### src/rtl/seq_mult_pkg.sv
// Shared types and width helpers for the shift-and-add sequential multiplier.
package seq_mult_pkg;

  typedef enum logic [1:0] {
    IDLE = 2'd0,
    CALC = 2'd1,
    DONE = 2'd2
  } state_t;

  localparam int PROD_FACTOR = 2;

  function automatic int prod_width(input int w);
    return PROD_FACTOR * w;
  endfunction

endpackage

### src/rtl/seq_mult_ctrl.sv
// Sequencer for seq_mult_hs: state register, step counter and handshake decode.
import seq_mult_pkg::*;

module seq_mult_ctrl #(
  parameter int W  = 16,
  parameter int CW = $clog2(W)
) (
  input  logic          clk,
  input  logic          reset,
  input  logic          i_flush,
  input  logic          i_in_valid,
  input  logic          i_out_ready,
  output state_t        o_state,
  output logic [CW-1:0] o_cnt,
  output logic          o_step,
  output logic          o_last_step,
  output logic          o_load,
  output logic          o_clear
);

  state_t        r_state;
  logic [CW-1:0] r_cnt;
  logic          w_in_ready;
  logic          w_accept;
  logic          w_last;

  // Handshakes: a transfer happens on a rising edge where valid and ready are
  // both high; ready depends on state only, and flush vetoes an input transfer.
  assign w_in_ready = (r_state == IDLE);
  assign w_accept   = i_in_valid & w_in_ready & ~i_flush;
  assign w_last     = (r_state == CALC) && (r_cnt == CW'(W - 1));

  always_ff @(posedge clk or negedge reset) begin
    if (!reset) begin
      r_state <= IDLE;
      r_cnt   <= '0;
    end else if (i_flush) begin
      r_state <= IDLE;
      r_cnt   <= '0;
    end else begin
      case (r_state)
        IDLE: begin
          if (w_accept) begin
            r_state <= CALC;
            r_cnt   <= '0;
          end
        end
        CALC: begin
          if (w_last) begin
            r_state <= DONE;
            r_cnt   <= '0;
          end else begin
            r_cnt <= r_cnt + CW'(1);
          end
        end
        DONE: begin
          if (i_out_ready) r_state <= IDLE;
        end
        default: begin
          r_state <= IDLE;
          r_cnt   <= '0;
        end
      endcase
    end
  end

  assign o_state     = r_state;
  assign o_cnt       = r_cnt;
  assign o_step      = (r_state == CALC) & ~i_flush;
  assign o_last_step = w_last;
  assign o_load      = w_accept;
  assign o_clear     = i_flush;

endmodule

### src/rtl/seq_mult_hs.sv
// Shift-and-add sequential multiplier, one partial product per clock, with
// valid/ready on both sides and a per-operation signed/unsigned mode.
import seq_mult_pkg::*;

module seq_mult_hs #(
  parameter int W  = 16,
  parameter int CW = $clog2(W)
) (
  input  logic                      clk,
  input  logic                      reset,
  input  logic                      flush,
  input  logic                      in_valid,
  output logic                      in_ready,
  input  logic                      op_signed,
  input  logic [W-1:0]              multiplicand,
  input  logic [W-1:0]              multiplier,
  output logic                      out_valid,
  input  logic                      out_ready,
  output logic [prod_width(W)-1:0]  product
);

  localparam int PW = prod_width(W);

  state_t        w_state;
  logic [CW-1:0] w_cnt;
  logic          w_step;
  logic          w_last_step;
  logic          w_load;
  logic          w_clear;

  logic [PW-1:0] r_mcand;
  logic [W-1:0]  r_mplier;
  logic          r_signed;
  logic [PW-1:0] r_acc;

  logic [PW-1:0] w_mcand_ext;
  logic [PW-1:0] w_addend;
  logic          w_sub;
  logic [PW-1:0] w_acc_next;

  seq_mult_ctrl #(
    .W  (W),
    .CW (CW)
  ) u_ctrl (
    .clk         (clk),
    .reset       (reset),
    .i_flush     (flush),
    .i_in_valid  (in_valid),
    .i_out_ready (out_ready),
    .o_state     (w_state),
    .o_cnt       (w_cnt),
    .o_step      (w_step),
    .o_last_step (w_last_step),
    .o_load      (w_load),
    .o_clear     (w_clear)
  );

  assign w_mcand_ext = op_signed ? {{W{multiplicand[W-1]}}, multiplicand}
                                 : {{W{1'b0}}, multiplicand};

  // The multiplier MSB carries negative weight in two's complement.
  assign w_addend   = r_mcand << w_cnt;
  assign w_sub      = w_last_step & r_signed;
  assign w_acc_next = w_sub ? (r_acc - w_addend) : (r_acc + w_addend);

  always_ff @(posedge clk or negedge reset) begin
    if (!reset) begin
      r_mcand  <= '0;
      r_mplier <= '0;
      r_signed <= 1'b0;
      r_acc    <= '0;
    end else if (w_clear) begin
      r_acc <= '0;
    end else if (w_load) begin
      r_mcand  <= w_mcand_ext;
      r_mplier <= multiplier;
      r_signed <= op_signed;
      r_acc    <= '0;
    end else if (w_step && r_mplier[w_cnt]) begin
      r_acc <= w_acc_next;
    end
  end

  assign in_ready  = (w_state == IDLE);
  assign out_valid = (w_state == DONE);
  assign product   = r_acc;

endmodule

### config.mk
export PLATFORM = sky130hd
export DESIGN_NAME = seq_mult_hs
export DESIGN_NICKNAME = d
export VERILOG_FILES = /design/src/rtl/seq_mult_pkg.sv /design/src/rtl/seq_mult_ctrl.sv /design/src/rtl/seq_mult_hs.sv
export SDC_FILE = /design/constraint.sdc
export NUM_CORES = 1
export LEC_CHECK = 0
export CORE_MARGIN = 2
export CORE_UTILIZATION = 52
export DETAILED_ROUTE_END_ITERATION = 8
export GPL_TIMING_DRIVEN = 0
export PLACE_DENSITY = 0.74
export SLEW_MARGIN = 10
export SYNTH_ARGS = -nofsm -noshare
export SYNTH_HDL_FRONTEND = slang
export SYNTH_SLANG_ARGS = --single-unit
### constraint.sdc
create_clock -name clk -period 4.6 [get_ports clk]
set_clock_uncertainty 0.1 [all_clocks]
set_input_delay 0.69 -clock clk [delete_from_list [all_inputs] [get_ports clk]]
set_output_delay 0.69 -clock clk [all_outputs]
set_load 0.01 [all_outputs]
; ---- Word level (Yosys, flattened, before mapping)
; Cells that the tools add are included.
[classes]
add_sub_neg = 3
order_cmp = 1
n_eq_ne = 7
n_shift = 1
mux = 16
n_bitwise = 5
n_reduce_logical = 7
[op_table]
columns = cell, count
row1 = 2-to-1 mux 32 bit, 5
row2 = adder 32 bit, 1
row3 = << shifter 32 x 4 -> 32 bit, 1
row4 = subtractor 32 bit, 1
row5 = 2-to-1 mux 4 bit, 3
row6 = one-hot mux 4 bit (3 select lines), 1
row7 = 2-to-1 mux 2 bit, 4
row8 = "inequality test 3 x 2 -> 1 bit, second input constant", 2
row9 = one-hot mux 2 bit (3 select lines), 1
row10 = "less-than comparator 4 x 5 -> 1 bit, second input constant", 1
row11 = "adder 4 x 1 -> 4 bit, second input constant", 1
row12 = bitwise AND 1 bit, 4
row13 = binary-select mux 1 bit (select 4 bit), 1
row14 = "equality test 4 bit, second input constant", 1
row15 = AND reduction 2 bit, 2
row16 = "inequality test 3 bit, second input constant", 1
row17 = AND reduction 3 bit, 1
row18 = nonzero test 3 bit, 1
row19 = "equality test 2 x 1 -> 1 bit, second input constant", 1
row20 = "equality test 2 bit, second input constant", 1
row21 = logical AND 1 bit, 2
row22 = logical NOT 2 bit, 1
row23 = "inequality test 2 bit, second input constant", 1
row24 = 2-to-1 mux 1 bit, 1
row25 = NOT 1 bit, 1
[word_totals]
regBits = 87
in_bits = 38
out_inout_bits = 34
word_cells = 46

; ---- Longest topological paths before layout
; Gate-level depths: netlist of run 1.
[depth]
ltp_word = 7
ltp_mapped = 24
mapped_depth_nobuf = 22

; ---- Cells and area by module
; A second synthesis of run 1 with hierarchy kept.
[hier_totals]
cells_unflattened = 753
area_unflattened_um2 = 6617.6
[by_module_without_submodules]
columns = module, instances, cells_each, area_per_inst_um2, seq_area_each_um2
row1 = seq_mult_hs, 1, 721, 6302.3, 1651.6
row2 = seq_mult_ctrl, 1, 32, 315.3, 150.1

; ---- Worst setup path after synthesis of run 1
; No wires, ideal clock.
[synth_timing]
kind = register to register
start = register u_ctrl.r_cnt[1], in the netlist u_ctrl.o_cnt[1]
end = register r_acc[25], in the netlist product[25]
setup_time_ps = 135
t_arrival_ps = 4676
t_required_ps = 4365
path_slack_ps = -311
stages_incl_launch_ff = 22
n_path_buf = 2
period_less_slack_ps = 4911
cell_sequence = dfrtp_1 buf_2 clkbuf_1 mux4_2 and2_0 a221o_1 nor4_4 and3_1 a21oi_1 xnor2_1 ha_1 a21o_1 a31o_2 a21oi_1 nand3_1 a311o_1 a31o_2 a21oi_1 o21bai_1 a21oi_1 xor2_1 o21ai_0
[synth_between]
elab_chain_cells = 7
word_cells_on_any_way = 14
cone_classes = add/sub: 2 / eq/ne: 1 / shift: 1 / mux: 6 / bitwise: 1 / reduce/logical: 3
[synth_lines]
columns = item, line_no
row1 = "start, declared", seq_mult_ctrl.sv:22  ; logic [CW-1:0] r_cnt;
row2 = "start signal, assigned", seq_mult_ctrl.sv:53  ; r_cnt <= r_cnt + CW'(1);
row3 = "parallel branches: the longest is 7 deep, another holds adder 32 bit", --
row4 = "end signal, assigned", seq_mult_hs.sv:80  ; r_acc <= w_acc_next;
row5 = "end, declared", seq_mult_hs.sv:34  ; logic [PW-1:0] r_acc;
; Parallel ways; which one is timed is not known. The select of a mux whose other input is x is not followed.
; A chain may end at the register's enable or synchronous reset.

; ---- Final worst setup path of run 1
[layout_timing]
start = register u_ctrl.r_cnt[0], in the netlist u_ctrl.o_cnt[0]
end = register r_acc[31], in the netlist product[31]
; Same word-level chain as after synthesis.

==> impl_results.md, run 1 <==
* RD Place Congestion at 0.9597
* Clk_lat worst skew at 0.35 ns
* Post-synth cell types at 64
* Final std cells w/o fill at 948
* Startpoint Class: flop
* Final instance area at 0.008507 sq mm
* Area contributors post-synth: dfrtp_1, mux4_2, mux2_2, ha_1, nand2_1
* Core area at 0.01137 sq mm
* Die area at 0.01253 sq mm
* Initial Utilization at 53.27%
* Worst-path maximum fanout at 5
* Crit-path max cell delay at 0.60 ns
* Required time worst endpoint at 4.75 ns
* # H-tree levels at 3
* Antenna violations before repair at 0
* CTS Hold Bufs at 0
* Failing checks: negative setup slack
* Data arrival, critical path at 5.11 ns
* Worst vdd ir at 0.2781 mV
* Sequential fraction of the synthesis area at 29.75%
* Leak pwr at 3.647 nW
* Die H at 111.9 um
* CTS clock-pin slew for the worst setup and hold paths at 0.06 ns
* Most numerous cell in the Yosys netlist: dfrtp_1
* Synth area leader: dfrtp_1
* Yosys top cell area share at 29.75%
* Crit Path Class: reg -> reg
* Vias in the first global route at 5,550
* DR pass1 iterations at 5
* Cell Pwr Density at 364.4 mW/mm^2
* Worst path bufs/invs at 10
* Share of cells above drive strength 1 at 34.04%
* Synth-to-Final Area Change at 40.45%
* DRC errors left at 0
* Overflow left after global routing at 0
* CTS tree: built
* Io pins at 72
* Global-route usage over all layers at 27.15%
* First-pass GRT wire length at 27.44 mm
* Nets at 872
* Setup WS post-layout at -0.3585 ns
* Final worst path period need at 4.958 ns
* Vias per cell at 6.201
* Wire per inst at 19.72 um
* Final hold vios at 0
* Buffers added on ports at 70
* Pre-CTS WS at -0.9087 ns
* CTS buffer count at 9
* Min-delay worst type: in -> async
* Post-route ant nets at 0
* Rows at 39
* Rel. slew slack at 50.88%
* Total Power at 0.003100 W
* Final Cycle Share at 107.8%
* Detail Placement HPWL at 11.91 mm
* Placed inst area at 0.006968 sq mm
* Number of synthesized flops with an enable pin at 0
* Top cells by count, synth: dfrtp_1, nand2_1, o21ai_0
* Number of max-cap violations at 0
* Final Max Tran Viols at 0
* Fmax at 201.7 MHz
* Seq cells post-synth at 72
* CP top delay family: compound AO/OA/AOI/OAI gates
* CTS Sinks at 72
* Root buf cell: clkbuf_16
* Antenna cells at 0
* Most used DFF post-synth: dfrtp_1
* Syn. warnings at 0
* Outcome: finished with violations
* Placed cells at 855
* RSZ-0062 raised after global routing: true
* Largest net degree at the start of global routing at 44
* Top cell by count, worst path: buf_4
* Total length of routed wires at 18.70 mm
* Worst-Margin Slew at 0.7335 ns
* Syn Area/Cell at 9.449 sq um
* Critical-path top delay cell: mux4_2
* Die X at 111.9 um
* Setup-failing EPs final at 11
* CP Capture Type: flop
* DR iter-0 viols at 478
* Clk buf depth at 2
* FFs w/ async S/R, synth at 100.0%
* Post-synthesis cell area at 0.006057 sq mm
* Mapped Nets at 713
* Post-Syn Instances at 641
* DR vias at 5,879
[final cells by class]
cell class | count | area [sq um]
plain buffers | 26 | 167.7
clock buffers | 10 | 229.0
clock inverters | 6 | 92.59
fillers | 783 | 2863
inverters | 20 | 75.07
multi-input cells | 520 | 4591
flip-flops and latches | 72 | 1804
well taps | 143 | 178.9
repair buffers | 151 | 1369
[final timing paths]
| kind | start | end | slack (ns) | cells past startpoint |
|---|---|---|---|---|
| max | u_ctrl.o_cnt[0] | product[31] | -0.36 | 25 |
| min | reset | product[10] | 0.17 | 1 |
| max reg2reg | u_ctrl.o_cnt[0] | product[31] | -0.36 | 25 |
| min reg2reg | r_mplier[0] | r_mplier[0] | 0.41 | 1 |
| max in group asynchronous | reset | u_ctrl.o_cnt[0] | 3.63 | 2 |
| min in group clk | r_mplier[0] | r_mplier[0] | 0.41 | 1 |
[through the flow]
step | hold WS (ns) | setup TNS, ns | utilization (%)
after floorplan | 0.2944 | 0 | -
after global placement | 0.3857 | -9.281 | 61.13
after detailed placement | 0.3949 | -10.56 | 61.29
after CTS | 0.1757 | -1.406 | 69.18
after global routing | 0.1973 | -3.992 | 74.82
final | 0.1659 | -1.794 | 74.82
[sequential cells by signal, summed over array words and instances (netlist names)]
| signal | count |
|---|---|
| u_ctrl.o_state | 2 |
| r_signed | 1 |
| r_mplier | 16 |
| r_mcand | 17 |
| u_ctrl.o_cnt | 4 |
| product | 32 |
[routing by layer]
metal / global-route usage, % / share of wire (%) / wire, um / up-vias
met4: 13.74 / 4.8 / 903 / 0
met1: 34.14 / 39 / 7366 / 2883
li1: - / - / - / 2665
met2: 45.05 / 50 / 9321 / 265
met3: 4.845 / 5.9 / 1103 / 66
met5: 0 / 0 / 0 / -
[where the power goes]
part	total, W	switching (W)	internal [W]
sequential	0.000811	0.0000865	0.000725
combinational	0.00152	0.000761	0.000755
clock	0.000772	0.000294	0.000478
[worst register-to-register path, cell delays in order (launching register included)]
cell and delay, ns:
dfrtp_2 0.44, buf_6 0.15, buf_16 0.12, mux4_2 0.60, mux4_2 0.55, nor2_4 0.15
buf_6 0.10, buf_4 0.10, buf_4 0.10, buf_4 0.09, buf_4 0.11, buf_4 0.10
buf_4 0.10, a31oi_2 0.08, xor2_1 0.18, ha_2 0.21, a21oi_2 0.17, nand2_1 0.07
a311o_1 0.40, buf_4 0.18, nand3_4 0.07, a31oi_4 0.10, o22ai_2 0.15, xnor2_1 0.12
a21o_1 0.18, a21o_1 0.14
[placed cells by master (no fill, tap or decap), types with 5 or more instances in the layout]
master            n
ha_2              5
and2_1            9
nand3_1           6
ha_1             25
nand2b_1         12
xnor2_2           5
o21ai_0          22
nor2_1           32
xnor2_1          20
a21o_1           17
a21oi_1          20
inv_1            18
a21oi_4           6
mux4_2           25
o21ai_2          11
nor2b_1          11
a21oi_2          12
o21ai_1          21
o31ai_1           7
buf_4            74
mux2_2           38
o21bai_1          8
clkbuf_16         9
dfrtp_1          70
xor2_1           24
nor2_2            7
clkbuf_1         14
nand2_1          61
mux2i_1          13
buf_6            12
clkdlybuf4s50_1  69
[kinds of logic (layout without fill, tap and decap cells)]
group / count (synthesis) / after routing / share of synthesized area (%)
simple gates: 185 / 185 / 15.60
compound gates: 171 / 171 / 17.66
mux: 78 / 78 / 18.98
flops: 72 / 72 / 29.75
xor+xnor: 52 / 52 / 7.519
buf+inv: 49 / 213 / 3.346
fa+ha+maj: 34 / 34 / 7.147
[repair_timing]
item                       4_1_cts  5_1_grt
pin swaps                       34       79
gates cloned                     1        0
buffers inserted                48       31
resized for setup               65       98
setup endpoints to repair       22       19
No activity file was read; power rests on OpenSTA's default activity.
==> inputs of run 2 (changes only) <==
Settings changed: CORE_UTILIZATION 52 to 55, SYNTH_HIERARCHICAL set to 1.
Clock period 4.6 ns to 4.8 ns, I/O delays scaled along.
==> impl_results.md, run 2 <==
* Clk buf depth at 2 (unchanged)
* Synth area leader: dfrtp_1
* Final worst path period need at 4.853 ns (-0.1054 ns)
* Mapped Nets at 825 (+16%)
* Synth-to-Final Area Change at 36.00%
* Post-Syn Instances at 753 (+17%)
* Detail Placement HPWL at 15.12 mm (+27%)
* Nets at 961 (+10%)
* DR iter-0 viols at 683 (+43%)
* Number of flip-flops under the largest register name at 32 (unchanged)
* Post-synthesis cell area at 0.006618 sq mm (+9.3%)
* Most used DFF post-synth: dfrtp_1
* Cell Pwr Density at 382.5 mW/mm^2 (+5.0%)
* CTS clock-pin slew for the worst setup and hold paths at 0.07 ns (about the same)
* Number of max-cap violations at 0 (unchanged)
* Buffers added on ports at 71 (+1.4%)
* CP Capture Type: flop
* Yosys top cell area share at 27.23% (-2.5 points)
* Startpoint Class: flop
* Fmax at 206.1 MHz (+2.2%)
* Number of synthesized flops with an enable pin at 0 (unchanged)
* FFs w/ async S/R, synth at 100.0% (unchanged)
* Final Cycle Share at 101.1% (-6.7 points)
* Register area at 0.001804 sq mm (unchanged)
* Commonest cells after routing, fill and taps aside: clkdlybuf4s50_1, dfrtp_1, nand2_1
* Final std cells w/o fill at 1,041 (+9.8%)
* CTS Sinks at 72 (unchanged)
* Data arrival, critical path at 5.03 ns (-0.08 ns)
* Vias in the first global route at 6,651 (+20%)
* CTS Hold Bufs at 0 (unchanged)
* CTS buffer count at 9 (unchanged)
* DR pass1 iterations at 6 (+1)
* DR vias at 6,811 (+16%)
* Sequential fraction of the synthesis area at 27.23% (-2.5 points)
* Syn. warnings at 6 (+6)
* Pre-CTS WS at -1.164 ns (-0.2551 ns)
* Global-route usage over all layers at 33.08% (+5.9 points)
* Setup WS post-layout at -0.05308 ns (+0.3054 ns)
* Rel. slew slack at 48.43% (-2.5 points)
* Worst-Margin Slew at 0.7736 ns (+0.04008 ns)
* Area contributors post-synth: dfrtp_1, mux2_2, ha_1, mux4_2, a21oi_1
* Antenna cells at 0 (unchanged)
* Core area at 0.01186 sq mm (+4.3%)
* Vias per cell at 6.543 (+5.5%)
* # H-tree levels at 3 (unchanged)
* Die X at 113.7 um (+1.6%)
* Die H at 113.7 um (+1.6%)
* Multi-input gate area at 0.005111 sq mm (+11%)
* Min-delay worst type: in -> async
* Io pins at 72 (unchanged)
* Post-route ant nets at 0 (unchanged)
* Overflow left after global routing at 0 (unchanged)
* Worst-path maximum fanout at 6 (+1)
* Worst vdd ir at 0.2491 mV (-10%)
* Placed cells at 972 (+14%)
* Crit Path Class: reg -> reg
* Final Max Tran Viols at 0 (unchanged)
* Seq cells post-synth at 72 (unchanged)
* Post-synth cell types at 72 (+13%)
* Share of cells above drive strength 1 at 28.41% (-5.6 points)
* Rows at 40 (+2.6%)
* CTS tree: built
* Wire per inst at 20.94 um (+6.2%)
* DRC errors left at 0 (unchanged)
* Setup-failing EPs final at 1 (-10)
* Leak pwr at 3.804 nW (+4.3%)
* Most numerous cell in the Yosys netlist: dfrtp_1
* Clk_lat worst skew at 0.35 ns (about the same)
* Root buf cell: clkbuf_16
* RSZ-0062 raised after global routing: true
* Antenna violations before repair at 0 (unchanged)
* Largest net degree at the start of global routing at 47 (+6.8%)
* First-pass GRT wire length at 33.61 mm (+22%)
* Outcome: finished with violations
* Hold WS at 0.1824 ns (+0.01653 ns)
* Failing checks: negative setup slack
* Top cells by count, synth: dfrtp_1, a21oi_1, nand2_1
* RD Place Congestion at 0.9536 (-0.64%)
* Die area at 0.01293 sq mm (+3.2%)
* Total length of routed wires at 21.79 mm (+17%)
* Syn Area/Cell at 8.788 sq um (-7.0%)
* Initial Utilization at 55.79% (+2.5 points)
* Required time worst endpoint at 4.97 ns (+0.22 ns)
* Filler instances at 825 (+5.4%)
* Final hold vios at 0 (unchanged)
## run 2: power by group
part	leakage (nW)	internal, W	switching [W]
combinational	2.74	0.000912	0.00101
clock	0.133	0.000358	0.000308
sequential	0.929	0.000717	0.000135
## run 2: what timing repair did
item                       CTS  global route
setup endpoints to repair   19            18
gates resized for setup     81            92
pin swaps                   21            47
gates cloned                 1             2
buffers inserted            30            25
## run 2: stage by stage
step / utilization, % / setup TNS, ns / total power (W) / cell area, sq um
after global placement: 63.39 / -7.361 / 0.002272 / 7518
after CTS: 70.65 / -0.09956 / 0.003202 / 8381
after detailed placement: 63.60 / -8.166 / 0.002319 / 7543
after global routing: 75.88 / -0.7126 / 0.003618 / 9000
final: 75.88 / -0.05308 / 0.003442 / 9000
after floorplan: - / 0 / 0.001909 / 6624
## run 2: kinds of logic after synthesis
logic type / count (synthesis) / share of synthesized area (%)
and+or+nand+nor: 240 / 18.11
AOI/OAI and AO/OA: 223 / 22.46
muxes: 77 / 16.05
DFF: 72 / 27.23
buffers and inverters: 66 / 4.178
xor gates and xnor gates: 41 / 5.426
adders and majority gates: 34 / 6.542
## run 2: routing by layer
metal  GRT usage (%)  up-vias  wire [um]
met5               0        -          0
met4           16.91        0        831
met3           4.145       69       1230
met2           56.17      343      11000
met1           41.61     3311       8733
li1                -     3088          -
## run 2: final timing paths
kind	from	to	slack (ns)	depth (start not counted)
min in group clk	r_mplier[8]	r_mplier[8]	0.41	1
worst min register to register	r_mplier[8]	r_mplier[8]	0.41	1
worst min-delay path	reset	product[7]	0.18	1
worst max-delay path	u_ctrl/o_cnt[0]	product[31]	-0.05	19
worst max register to register	u_ctrl/o_cnt[0]	product[31]	-0.05	19
max in group asynchronous	reset	r_mcand[9]	3.84	2
## run 2: area by class of cell
cell class,instances,share of cell area [%]
plain buffers,39,2.989
multi-input cells,615,56.79
clock buffers,9,2.502
repair buffers,130,14.01
inverters,22,0.9593
well taps,147,2.044
flip-flops and latches,72,20.05
clock inverters,7,0.6534
## run 2: worst max-delay path, stage by stage, from the launching register on
cell       delay, ns
dfrtp_2         0.46
buf_12          0.16
mux4_2          0.57
a22o_1          0.24
a221oi_4        0.27
and4b_4         0.33
and3_4          0.22
nand3_4         0.10
o31ai_4         0.25
xnor2_2         0.18
ha_1            0.29
buf_4           0.16
a21oi_1         0.19
a2bb2oi_2       0.20
nand3_2         0.11
a211oi_4        0.21
o31ai_2         0.12
or2_4           0.23
mux2i_2         0.16
mux2i_1         0.21
